File: src/rtl/uart_tx_buf.sv
// rtl/uart_tx_buf.sv - buffered UART transmitter; define UART_TX_BUF_FIFO_EN for a FIFO_DEPTH FIFO, else a single holding register
module uart_tx_buf #(
  parameter int DATA_WIDTH = 8,
  parameter int FIFO_DEPTH = 4,
  parameter int PRESCALE_W = 8
) (
  input  logic                          CLK,
  input  logic                          RST,
  input  logic [DATA_WIDTH-1:0]         P_DATA,
  input  logic                          DATA_VALID,
  output logic                          DATA_READY,
  input  logic                          PAR_EN,
  input  logic                          PAR_TYP,
  input  logic [PRESCALE_W-1:0]         PRESCALE,
  output logic                          TX_OUT,
  output logic                          Busy,
  output logic [$clog2(FIFO_DEPTH):0]   FIFO_LEVEL
);

  localparam int ENT_W = DATA_WIDTH + 2;
  localparam int LVL_W = $clog2(FIFO_DEPTH) + 1;
  localparam int IDX_W = $clog2(DATA_WIDTH);
  localparam logic [IDX_W-1:0] LAST_IDX = IDX_W'(DATA_WIDTH - 1);

  typedef enum logic [2:0] {
    S_IDLE,
    S_START,
    S_DATA,
    S_PARITY,
    S_STOP
  } state_t;

  // Entry layout: {parity type, parity enable, data}
  logic             push;
  logic             pop;
  logic             full;
  logic             empty;
  logic [ENT_W-1:0] head;

  // A full buffer refuses the push even when a pop happens in the same cycle.
  assign push       = DATA_VALID && !full;
  assign DATA_READY = !full;

`ifdef UART_TX_BUF_FIFO_EN
  localparam int PTR_W = $clog2(FIFO_DEPTH);

  logic [ENT_W-1:0] mem [FIFO_DEPTH];
  logic [PTR_W-1:0] wr_ptr;
  logic [PTR_W-1:0] rd_ptr;
  logic [LVL_W-1:0] level;

  assign full       = (level == LVL_W'(FIFO_DEPTH));
  assign empty      = (level == '0);
  assign head       = mem[rd_ptr];
  assign FIFO_LEVEL = level;

  // Storage array needs no reset; the level counter defines what is valid.
  always_ff @(posedge CLK) begin
    if (push) mem[wr_ptr] <= {PAR_TYP, PAR_EN, P_DATA};
  end

  // Pointers wrap naturally because the depth is a power of two.
  always_ff @(posedge CLK or negedge RST) begin
    if (!RST) begin
      wr_ptr <= '0;
      rd_ptr <= '0;
      level  <= '0;
    end else begin
      if (push) wr_ptr <= wr_ptr + 1'b1;
      if (pop)  rd_ptr <= rd_ptr + 1'b1;
      case ({push, pop})
        2'b10:   level <= level + 1'b1;
        2'b01:   level <= level - 1'b1;
        default: level <= level;
      endcase
    end
  end
`else
  logic             hold_valid;
  logic [ENT_W-1:0] hold_data;

  assign full       = hold_valid;
  assign empty      = !hold_valid;
  assign head       = hold_data;
  assign FIFO_LEVEL = {{(LVL_W-1){1'b0}}, hold_valid};

  // Holding register: filled by the bus side, emptied when a frame starts.
  always_ff @(posedge CLK or negedge RST) begin
    if (!RST) begin
      hold_valid <= 1'b0;
      hold_data  <= '0;
    end else if (push) begin
      hold_valid <= 1'b1;
      hold_data  <= {PAR_TYP, PAR_EN, P_DATA};
    end else if (pop) begin
      hold_valid <= 1'b0;
    end
  end
`endif

  state_t                  state;
  logic [PRESCALE_W-1:0]   cnt;
  logic [PRESCALE_W-1:0]   presc_r;
  logic [IDX_W-1:0]        bit_idx;
  logic [DATA_WIDTH-1:0]   shreg;
  logic                    par_bit;
  logic                    par_en_r;
  logic                    tx_out;
  logic                    busy;
  logic                    bit_end;

  assign bit_end = (cnt == '0);
  // A new frame starts from idle, or straight out of the last stop cycle.
  assign pop     = !empty && ((state == S_IDLE) || ((state == S_STOP) && bit_end));
  assign TX_OUT  = tx_out;
  assign Busy    = busy;

  // Frame sequencer with registered line and busy outputs.
  always_ff @(posedge CLK or negedge RST) begin
    if (!RST) begin
      state    <= S_IDLE;
      cnt      <= '0;
      presc_r  <= '0;
      bit_idx  <= '0;
      shreg    <= '0;
      par_bit  <= 1'b0;
      par_en_r <= 1'b0;
      tx_out   <= 1'b1;
      busy     <= 1'b0;
    end else begin
      case (state)
        S_IDLE: begin
          tx_out <= 1'b1;
          busy   <= 1'b0;
        end
        S_START: begin
          if (bit_end) begin
            state   <= S_DATA;
            cnt     <= presc_r;
            bit_idx <= '0;
            tx_out  <= shreg[0];
          end else begin
            cnt <= cnt - 1'b1;
          end
        end
        S_DATA: begin
          if (bit_end) begin
            cnt <= presc_r;
            if (bit_idx == LAST_IDX) begin
              if (par_en_r) begin
                state  <= S_PARITY;
                tx_out <= par_bit;
              end else begin
                state  <= S_STOP;
                tx_out <= 1'b1;
              end
            end else begin
              bit_idx <= bit_idx + 1'b1;
              shreg   <= shreg >> 1;
              tx_out  <= shreg[1];
            end
          end else begin
            cnt <= cnt - 1'b1;
          end
        end
        S_PARITY: begin
          if (bit_end) begin
            state  <= S_STOP;
            cnt    <= presc_r;
            tx_out <= 1'b1;
          end else begin
            cnt <= cnt - 1'b1;
          end
        end
        S_STOP: begin
          if (bit_end) begin
            state <= S_IDLE;
            busy  <= 1'b0;
          end else begin
            cnt <= cnt - 1'b1;
          end
        end
        default: begin
          state  <= S_IDLE;
          tx_out <= 1'b1;
          busy   <= 1'b0;
        end
      endcase

      // Frame start overrides the per-state update; prescale is latched here.
      if (pop) begin
        state    <= S_START;
        cnt      <= PRESCALE;
        presc_r  <= PRESCALE;
        shreg    <= head[DATA_WIDTH-1:0];
        par_en_r <= head[DATA_WIDTH];
        par_bit  <= (^head[DATA_WIDTH-1:0]) ^ head[DATA_WIDTH+1];
        tx_out   <= 1'b0;
        busy     <= 1'b1;
      end
    end
  end

endmodule

File: config.mk
export PLATFORM = sky130hd
export DESIGN_NAME = uart_tx_buf
export DESIGN_NICKNAME = d
export VERILOG_FILES = /design/src/rtl/uart_tx_buf.sv
export SDC_FILE = /design/constraint.sdc
export NUM_CORES = 1
export LEC_CHECK = 0
export BUFFER_PORTS_ARGS = -buffer_cell sky130_fd_sc_hd__buf_4
export CAP_MARGIN = 5
export CORE_MARGIN = 2
export CORE_UTILIZATION = 40
export DETAILED_ROUTE_END_ITERATION = 7
export PLACE_DENSITY = 0.6
export SYNTH_ARGS = -nofsm -noshare
export SYNTH_HDL_FRONTEND = slang
export SYNTH_SLANG_ARGS = --single-unit
File: constraint.sdc
create_clock -name CLK -period 5.94 [get_ports CLK]
set_input_delay 0.297 -clock CLK [delete_from_list [all_inputs] [get_ports CLK]]
set_output_delay 0.297 -clock CLK [all_outputs]
set_load 0.005 [all_outputs]
==> run_summary.xml, run 1 <==
<?xml version="1.0" encoding="UTF-8"?>
<metrics>
  <group name="run_status">
    <metric name="status" unit="">completed</metric>
  </group>
  <group name="flow_run">
    <metric name="drv.max_cap_violation_count" unit="">0</metric>
  </group>
  <group name="detailed_routing">
    <metric name="drt_pass_1_iters" unit="">5</metric>
    <metric name="drt-vias-per-instance" unit="">5.40</metric>
    <metric name="antenna_violating_nets_post_route" unit="">0</metric>
    <metric name="initialDrtViolationCount" unit="">127</metric>
    <metric name="routed-via-count" unit="">1873</metric>
    <metric name="detail_route.drc_violations" unit="">0</metric>
    <metric name="wl" unit="um">5150</metric>
    <metric name="wire_per_inst" unit="um">14.9</metric>
  </group>
  <group name="clock_tree">
    <metric name="cts_tree" unit="">yes</metric>
    <metric name="count_of_hold_buffers_inserted_by_post_cts_repair" unit="">1</metric>
    <metric name="cts-root-to-sink-buffers" unit="">2</metric>
    <metric name="postCtsSetupRepairBufs" unit="">0</metric>
    <metric name="ctsHtreeMaxLevel" unit="">2</metric>
    <metric name="clk_latency" unit="ps">310</metric>
    <metric name="clk_pin_slew" unit="ps">90</metric>
    <metric name="clk_root_buffer_cell" unit="">sky130_fd_sc_hd__clkbuf_8</metric>
    <metric name="numClockSinks" unit="">45</metric>
    <metric name="post_cts_resize_count" unit="">0</metric>
    <metric name="cts_made_buffers" unit="">5</metric>
  </group>
  <group name="synthesis">
    <metric name="syn-mean-instance-area" unit="sq um">9.89</metric>
    <metric name="yosysUniqueCellTypes" unit="">58</metric>
    <metric name="yosysTopAreaCellShare" unit="%">44.4</metric>
    <metric name="yosys_register_bits" unit="">45</metric>
    <metric name="synth_ff_type" unit="">sky130_fd_sc_hd__dfrtp_1</metric>
    <metric name="yosysWarnings" unit="">0</metric>
    <metric name="synth-seq-area-share" unit="%">45.4</metric>
    <metric name="synth_edf_count" unit="">0</metric>
    <metric name="syn-cell-area" unit="sq um">2480</metric>
    <metric name="post-synth-top-area-cell" unit="">sky130_fd_sc_hd__dfrtp_1</metric>
    <metric name="largest_cells_by_area_after_synthesis" unit="">sky130_fd_sc_hd__dfrtp_1, sky130_fd_sc_hd__nand2_1, sky130_fd_sc_hd__mux2_2, sky130_fd_sc_hd__o21ai_0, sky130_fd_sc_hd__mux2i_1</metric>
    <metric name="synthesis.instances" unit="">251</metric>
    <metric name="synth_async_sr_flop_share" unit="%">100</metric>
  </group>
  <group name="global_route">
    <metric name="grt_antenna_before_repair" unit="">0</metric>
    <metric name="grt_first_pass_wirelength" unit="um">8840</metric>
    <metric name="maximum_number_of_pins_on_one_net_before_global_route_repair" unit="">46</metric>
    <metric name="global_route.usage.total" unit="%">17.2</metric>
    <metric name="globalRoute.totalOverflow" unit="">0</metric>
    <metric name="first_global_vias" unit="">1778</metric>
  </group>
  <group name="setup_path">
    <metric name="critPathRequiredTime" unit="ps">6170</metric>
    <metric name="worst_r2r_endpoint" unit="">cnt[0]</metric>
    <metric name="timing.critical_path.slowest_cell_delay" unit="ps">650</metric>
    <metric name="worst-path-max-fanout" unit="">27</metric>
    <metric name="crit_arrival" unit="ps">2790</metric>
    <metric name="path_class" unit="">reg -&gt; reg</metric>
    <metric name="crit_path_cells" unit="">inv_1, ha_1, nor3b_2, nand2_2, a21oi_4, a222oi_1, o21ai_0</metric>
    <metric name="worst_path_dominant_cell_family" unit="">compound AO/OA/AOI/OAI gates</metric>
    <metric name="critical_path.n_buffers_inverters" unit="">1</metric>
    <metric name="cp_num_cells" unit="">7</metric>
    <metric name="critical_path.endpoint_type" unit="">flip-flop</metric>
    <metric name="startpoint" unit="">cnt[0]</metric>
    <metric name="crit_path_end" unit="">cnt[0]</metric>
    <metric name="worstReg2RegStart" unit="">cnt[0]</metric>
    <metric name="startpoint_class_of_the_critical_path" unit="">flip-flop</metric>
    <metric name="reg2reg_slack" unit="ps">3380</metric>
    <metric name="worst_path_slowest_cell" unit="">sky130_fd_sc_hd__a21oi_4</metric>
    <metric name="r2r.worst_path.cells" unit="">7</metric>
  </group>
  <group name="floorplan">
    <metric name="row_count" unit="">28</metric>
    <metric name="core_area" unit="sq um">5960</metric>
    <metric name="chipWidth" unit="um">82.8</metric>
    <metric name="die_area" unit="sq um">6850</metric>
    <metric name="initial_utilization" unit="%">41.7</metric>
    <metric name="pin_count" unit="">27</metric>
    <metric name="die_h" unit="um">82.8</metric>
  </group>
  <group name="pwr">
    <metric name="power.share.clock" unit="%">12.9</metric>
    <metric name="cellInternalPower" unit="mW">0.883</metric>
    <metric name="design_power_total" unit="mW">1.55</metric>
    <metric name="comb_power_share" unit="%">48.3</metric>
    <metric name="power.static_leakage" unit="nW">1.28</metric>
    <metric name="worst_ir_drop_vdd" unit="V">0.000273</metric>
    <metric name="p_per_area" unit="nW/um^2">556</metric>
    <metric name="power.switching" unit="mW">0.665</metric>
    <metric name="power_frac_seq" unit="%">38.8</metric>
    <metric name="switching_share" unit="%">43.0</metric>
  </group>
  <group name="final_layout">
    <metric name="multi_input_logic_area" unit="sq um">1250</metric>
    <metric name="area_growth" unit="%">12.1</metric>
    <metric name="number_of_standard_cells_in_the_final_layout_excluding_fillers" unit="">347</metric>
    <metric name="final_net_count" unit="">295</metric>
    <metric name="post_route_cells_drive_above_1_share" unit="%">21.7</metric>
    <metric name="layout.area.seq" unit="sq um">1130</metric>
    <metric name="filler_cell_count" unit="">602</metric>
    <metric name="mostFrequentLayoutCell" unit="">sky130_fd_sc_hd__nand2_1</metric>
    <metric name="mostFrequentLayoutCells" unit="">sky130_fd_sc_hd__nand2_1, sky130_fd_sc_hd__dfrtp_1, sky130_fd_sc_hd__buf_4</metric>
    <metric name="diodes_inserted" unit="">0</metric>
  </group>
  <group name="worst_hold_path">
    <metric name="min_delay_path_depth" unit="">3</metric>
    <metric name="min-delay-path-class" unit="">in -&gt; reg</metric>
  </group>
  <group name="sta">
    <metric name="fmax" unit="MHz">390</metric>
    <metric name="timing_max_transition_violations_final" unit="">0</metric>
    <metric name="worstMarginPinSlew" unit="ps">817</metric>
    <metric name="max_slew_margin" unit="%">45.4</metric>
    <metric name="totalNegativeSetupSlack" unit="ps">0</metric>
    <metric name="period_needed" unit="ps">2560</metric>
    <metric name="rsz0062_at_grt" unit="">false</metric>
    <metric name="timing.final.hold_violations" unit="">0</metric>
    <metric name="post-route-period-util" unit="%">43.2</metric>
    <metric name="clock-skew-final" unit="ps">8.43</metric>
    <metric name="report.final.setup_viol" unit="">0</metric>
  </group>
  <group name="placed_design">
    <metric name="gp_congestion" unit="">0.841</metric>
    <metric name="port_buffers" unit="">24</metric>
    <metric name="dp.cells" unit="">338</metric>
    <metric name="place.detailed.hpwl" unit="um">3530</metric>
  </group>
</metrics>
-- through the flow --
step	hold WS, ps	instance area [sq um]	setup WS [ps]	utilization, %
2_1_floorplan	1.41	2490	3840	-
3_3_place_gp	335	2680	3490	45.1
3_5_place_dp	341	2680	3410	45.1
4_1_cts	178	2780	3380	46.7
5_1_grt	191	2780	3120	46.7
6_report	187	2780	3380	46.7
-- worst min path at each step --
stage,from,to
3_5_place_dp,RST,head[9]
5_1_grt,PRESCALE[5],presc_r[5]
4_1_cts,PRESCALE[5],presc_r[5]
6_report,PRESCALE[5],presc_r[5]
2_1_floorplan,RST,Busy
3_3_place_gp,RST,head[9]
-- per-layer routing --
metal | part of all wire, % | vias up | track usage, %
li1 | - | 930 | -
met1 | 50 | 901 | 24.1
met2 | 45 | 35 | 26.5
met3 | 3.7 | 7 | 3.25
met4 | 1.5 | 0 | 6.23
met5 | 0 | - | 0
-- worst reg2reg max path, delay by kind of cell, from the launching register on --
family	cells	cell delay, ps
AOI/OAI and AO/OA	3	990
adders and majority gates	1	270
buffers and inverters	1	80
DFF	1	430
and+or+nand+nor	2	730
-- kinds of logic (layout without fill, tap and decap cells) --
family                   after synthesis  count (layout)  share of synthesized area [%]
adder cells (fa/ha/maj)                3               3                           1.51
AO/OA/AOI/OAI                         59              59                           16.8
buffers and inverters                 21              41                           4.28
AND/OR/NAND/NOR                       93              93                           20.1
XOR/XNOR                              10              10                           3.53
other                                  1               2                          0.151
multiplexers                          19              19                           8.22
flip-flops                            45              45                           45.4
-- Yosys cell counts (3+ instances only) --
cell and n:
sky130_fd_sc_hd__a21oi_1 14, sky130_fd_sc_hd__a2bb2oi_1 3, sky130_fd_sc_hd__buf_2 4, sky130_fd_sc_hd__buf_4 6
sky130_fd_sc_hd__clkbuf_1 3, sky130_fd_sc_hd__dfrtp_1 44, sky130_fd_sc_hd__ha_1 3, sky130_fd_sc_hd__inv_1 8
sky130_fd_sc_hd__mux2_2 10, sky130_fd_sc_hd__mux2i_1 8, sky130_fd_sc_hd__nand2_1 46, sky130_fd_sc_hd__nand2_2 3
sky130_fd_sc_hd__nand3_1 9, sky130_fd_sc_hd__nor2_1 9, sky130_fd_sc_hd__nor3_1 6, sky130_fd_sc_hd__o21ai_0 17
sky130_fd_sc_hd__xnor2_1 8
-- layout make-up --
class	instances	share of cell area, %
timing repair buffer	25	6.83
inverter	8	1.08
multi-input combinational	186	45.0
clock buffer	5	2.47
clock inverter	3	0.764
tap	75	3.37
sequential	45	40.5
-- sequential cells by signal, summed over array words and instances (netlist names) --
register  flops
Busy          1
TX_OUT        1
bit_idx       3
cnt           8
full          1
head         10
par_bit       1
par_en_r      1
presc_r       8
shreg         8
state         3
-- power groups by stage --
stage | Combinational, mW | Sequential, mW | Clock (mW)
after floorplan | 0.632 | 0.556 | 0
after global placement | 0.735 | 0.605 | 0
after detailed placement | 0.748 | 0.607 | 0
after CTS | 0.754 | 0.600 | 0.210
after global routing | 0.849 | 0.625 | 0.224
final | 0.748 | 0.601 | 0.200
No activity file was read; power rests on OpenSTA's default activity.
==> inputs of run 2 (changes only) <==
ABC_AREA = 1   (was unset)
clock period = 2.6 ns   (was 5.94 ns; I/O delays follow)
==> run_summary.xml, run 2 <==
<?xml version="1.0" encoding="UTF-8"?>
<metrics>
  <group name="detailed_routing">
    <metric name="drt-vias-per-instance" unit="">4.83</metric>
    <metric name="antenna_violating_nets_post_route" unit="">0</metric>
    <metric name="routed-via-count" unit="">2027</metric>
    <metric name="wl" unit="um">5080</metric>
    <metric name="wire_per_inst" unit="um">12.1</metric>
    <metric name="initialDrtViolationCount" unit="">100</metric>
    <metric name="detail_route.drc_violations" unit="">0</metric>
    <metric name="drt_pass_1_iters" unit="">4</metric>
  </group>
  <group name="synthesis">
    <metric name="synthesis.instances" unit="">316</metric>
    <metric name="post-synth-top-area-cell" unit="">sky130_fd_sc_hd__dfrtp_1</metric>
    <metric name="yosysWarnings" unit="">0</metric>
    <metric name="synth_async_sr_flop_share" unit="%">100</metric>
    <metric name="yosysTopAreaCellShare" unit="%">42.7</metric>
    <metric name="synth_ff_type" unit="">sky130_fd_sc_hd__dfrtp_1</metric>
    <metric name="syn-cell-area" unit="sq um">2580</metric>
    <metric name="yosys_register_bits" unit="">45</metric>
    <metric name="largest_cells_by_area_after_synthesis" unit="">sky130_fd_sc_hd__dfrtp_1, sky130_fd_sc_hd__nand2_1, sky130_fd_sc_hd__nand3_1, sky130_fd_sc_hd__inv_1, sky130_fd_sc_hd__nor2_1</metric>
    <metric name="synth.cells.most_frequent" unit="">sky130_fd_sc_hd__nand2_1, sky130_fd_sc_hd__dfrtp_1, sky130_fd_sc_hd__inv_1, sky130_fd_sc_hd__nand3_1, sky130_fd_sc_hd__nor2_1</metric>
    <metric name="synth_edf_count" unit="">0</metric>
    <metric name="syn-mean-instance-area" unit="sq um">8.16</metric>
    <metric name="yosysUniqueCellTypes" unit="">33</metric>
    <metric name="synthMostInstantiatedCell" unit="">sky130_fd_sc_hd__nand2_1</metric>
    <metric name="synth-seq-area-share" unit="%">43.7</metric>
  </group>
  <group name="floorplan">
    <metric name="pin_count" unit="">27</metric>
    <metric name="row_count" unit="">29</metric>
    <metric name="initial_utilization" unit="%">41.1</metric>
    <metric name="die_h" unit="um">84.3</metric>
    <metric name="core_area" unit="sq um">6280</metric>
    <metric name="chipWidth" unit="um">84.3</metric>
    <metric name="die_area" unit="sq um">7100</metric>
  </group>
  <group name="pwr">
    <metric name="worst_ir_drop_vdd" unit="V">0.000580</metric>
    <metric name="switching_share" unit="%">45.2</metric>
    <metric name="power.share.clock" unit="%">13.8</metric>
    <metric name="design_power_total" unit="mW">3.82</metric>
    <metric name="cellInternalPower" unit="mW">2.09</metric>
    <metric name="power_frac_seq" unit="%">34.6</metric>
    <metric name="p_per_area" unit="nW/um^2">1310</metric>
    <metric name="comb_power_share" unit="%">51.6</metric>
    <metric name="power.static_leakage" unit="nW">1.51</metric>
    <metric name="power.switching" unit="mW">1.73</metric>
  </group>
  <group name="placed_design">
    <metric name="gp_congestion" unit="">0.877</metric>
    <metric name="port_buffers" unit="">24</metric>
    <metric name="place.detailed.hpwl" unit="um">3730</metric>
  </group>
  <group name="global_route">
    <metric name="maximum_number_of_pins_on_one_net_before_global_route_repair" unit="">46</metric>
    <metric name="global_route.usage.total" unit="%">15.5</metric>
    <metric name="globalRoute.totalOverflow" unit="">0</metric>
    <metric name="first_global_vias" unit="">1993</metric>
    <metric name="grt_antenna_before_repair" unit="">0</metric>
    <metric name="grt_first_pass_wirelength" unit="um">8940</metric>
  </group>
  <group name="final_layout">
    <metric name="diodes_inserted" unit="">0</metric>
    <metric name="final_net_count" unit="">366</metric>
    <metric name="final_core_utilization" unit="%">46.5</metric>
    <metric name="area_growth" unit="%">13.3</metric>
    <metric name="mostFrequentLayoutCell" unit="">sky130_fd_sc_hd__nand2_1</metric>
    <metric name="multi_input_logic_area" unit="sq um">1240</metric>
    <metric name="filler_cell_count" unit="">635</metric>
    <metric name="post_route_cells_drive_above_1_share" unit="%">20.4</metric>
    <metric name="largest_reg_flops" unit="">10</metric>
    <metric name="mostFrequentLayoutCells" unit="">sky130_fd_sc_hd__nand2_1, sky130_fd_sc_hd__dfrtp_1, sky130_fd_sc_hd__inv_1, sky130_fd_sc_hd__nand3_1, sky130_fd_sc_hd__nor2_1</metric>
    <metric name="layout.area.seq" unit="sq um">1130</metric>
  </group>
  <group name="clock_tree">
    <metric name="cts-root-to-sink-buffers" unit="">2</metric>
    <metric name="clk_root_buffer_cell" unit="">sky130_fd_sc_hd__clkbuf_8</metric>
    <metric name="clk_latency" unit="ps">290</metric>
    <metric name="post_cts_resize_count" unit="">0</metric>
    <metric name="ctsHtreeMaxLevel" unit="">2</metric>
    <metric name="clk_pin_slew" unit="ps">90</metric>
    <metric name="cts_tree" unit="">yes</metric>
    <metric name="numClockSinks" unit="">45</metric>
    <metric name="cts_made_buffers" unit="">5</metric>
  </group>
  <group name="sta">
    <metric name="period_needed" unit="ps">1890</metric>
    <metric name="report.final.setup_viol" unit="">0</metric>
    <metric name="fmax" unit="MHz">528</metric>
    <metric name="rsz0062_at_grt" unit="">false</metric>
    <metric name="totalNegativeSetupSlack" unit="ps">0</metric>
    <metric name="max_slew_margin" unit="%">61.6</metric>
    <metric name="worstMarginPinSlew" unit="ps">575</metric>
    <metric name="timing_max_transition_violations_final" unit="">0</metric>
    <metric name="final.hold.worst_slack" unit="ps">67.0</metric>
    <metric name="post-route-period-util" unit="%">72.8</metric>
    <metric name="clock-skew-final" unit="ps">9.95</metric>
    <metric name="timing.final.hold_violations" unit="">0</metric>
  </group>
  <group name="setup_path">
    <metric name="startpoint_class_of_the_critical_path" unit="">flip-flop</metric>
    <metric name="critical_path.endpoint_type" unit="">flip-flop</metric>
    <metric name="crit_arrival" unit="ps">2080</metric>
    <metric name="critPathRequiredTime" unit="ps">2780</metric>
    <metric name="path_class" unit="">reg -&gt; reg</metric>
    <metric name="worst-path-max-fanout" unit="">28</metric>
  </group>
  <group name="worst_hold_path">
    <metric name="min-delay-path-class" unit="">in -&gt; reg</metric>
  </group>
  <group name="run_status">
    <metric name="status" unit="">completed</metric>
  </group>
  <group name="flow_run">
    <metric name="drv.max_cap_violation_count" unit="">0</metric>
  </group>
</metrics>
run 2: cell types whose count changed after synthesis, sizes merged, moves of 4 or more:
cell,previous run,this run
nor3,8,0
inv,8,37
nand2,49,94
nand3,9,35
mux2,11,5
mux2i,8,1
nand4,1,5
nor2,11,40
buf,10,6
a21oi,16,5
run 2: cell families (layout without fill, tap and decap cells):
kind of cell               Yosys count  count (layout)  share of synthesized area [%]
adders and majority gates            3               3                           1.46
DFF                                 45              45                           43.7
xor gates and xnor gates            10              10                           3.40
muxes                                6               6                           2.57
other                                1               2                          0.145
AOI/OAI and AO/OA                   29              29                           5.87
buffers and inverters               45              71                           8.16
and+or+nand+nor                    177             177                           34.7
run 2: timing repair:
item,CTS,global route
buffers inserted,0,0
hold buffers,1,0
endpoints found under the hold margin,44,0
run 2: area by class of cell:
type	count	area share (%)
flip-flops and latches	45	38.6
repair buffers	25	6.52
multi-input cells	227	42.6
inverters	38	5.14
clock inverters	2	1.33
clock buffers	6	2.49
well taps	77	3.30
run 2: power by group through the flow:
stage	combinational [mW]	sequential [mW]	clock (mW)
after floorplan	1.66	1.28	0
final	1.97	1.32	0.527
after global routing	2.27	1.38	0.577
after CTS	1.99	1.32	0.552
after global placement	1.96	1.34	0
after detailed placement	1.98	1.34	0
run 2: per-stage QoR:
| step | area, sq um | worst slack, ps | instances |
|---|---|---|---|
| 2_1_floorplan | 2580 | 1020 | 317 |
| 3_3_place_gp | 2800 | 729 | 411 |
| 3_5_place_dp | 2800 | 721 | 411 |
| 4_1_cts | 2920 | 703 | 420 |
| 5_1_grt | 2920 | 517 | 420 |
| 6_report | 2920 | 707 | 420 |
run 2: path summary, 6_finish.rpt:
path,slack [ps],cells after the start,start,to
worst max-delay path,710,9,cnt[0],cnt[1]
worst min-delay path,70,2,P_DATA[1],head[1]
worst max register to register,710,9,cnt[0],cnt[1]
worst min register to register,470,2,TX_OUT,TX_OUT
max in group asynchronous,1830,2,RST,shreg[5]
min in group asynchronous,370,2,RST,presc_r[2]
run 2: worst max-delay path: stages, from the launching register on:
cell and delay, ps:
sky130_fd_sc_hd__dfrtp_1 390, sky130_fd_sc_hd__inv_1 150, sky130_fd_sc_hd__ha_1 350, sky130_fd_sc_hd__nand4_2 190, sky130_fd_sc_hd__nand2_4 140, sky130_fd_sc_hd__nand2_8 150
sky130_fd_sc_hd__nand2_4 180, sky130_fd_sc_hd__clkinv_4 90, sky130_fd_sc_hd__nand2_1 60, sky130_fd_sc_hd__nand3_1 70
run 2: per-layer routing:
metal,GRT usage [%],wire length (um),vias up
li1,-,-,1052
met1,21.2,2490,936
met2,25.0,2360,35
met3,3.34,187,4
met4,4.25,44,0
met5,0,0,-
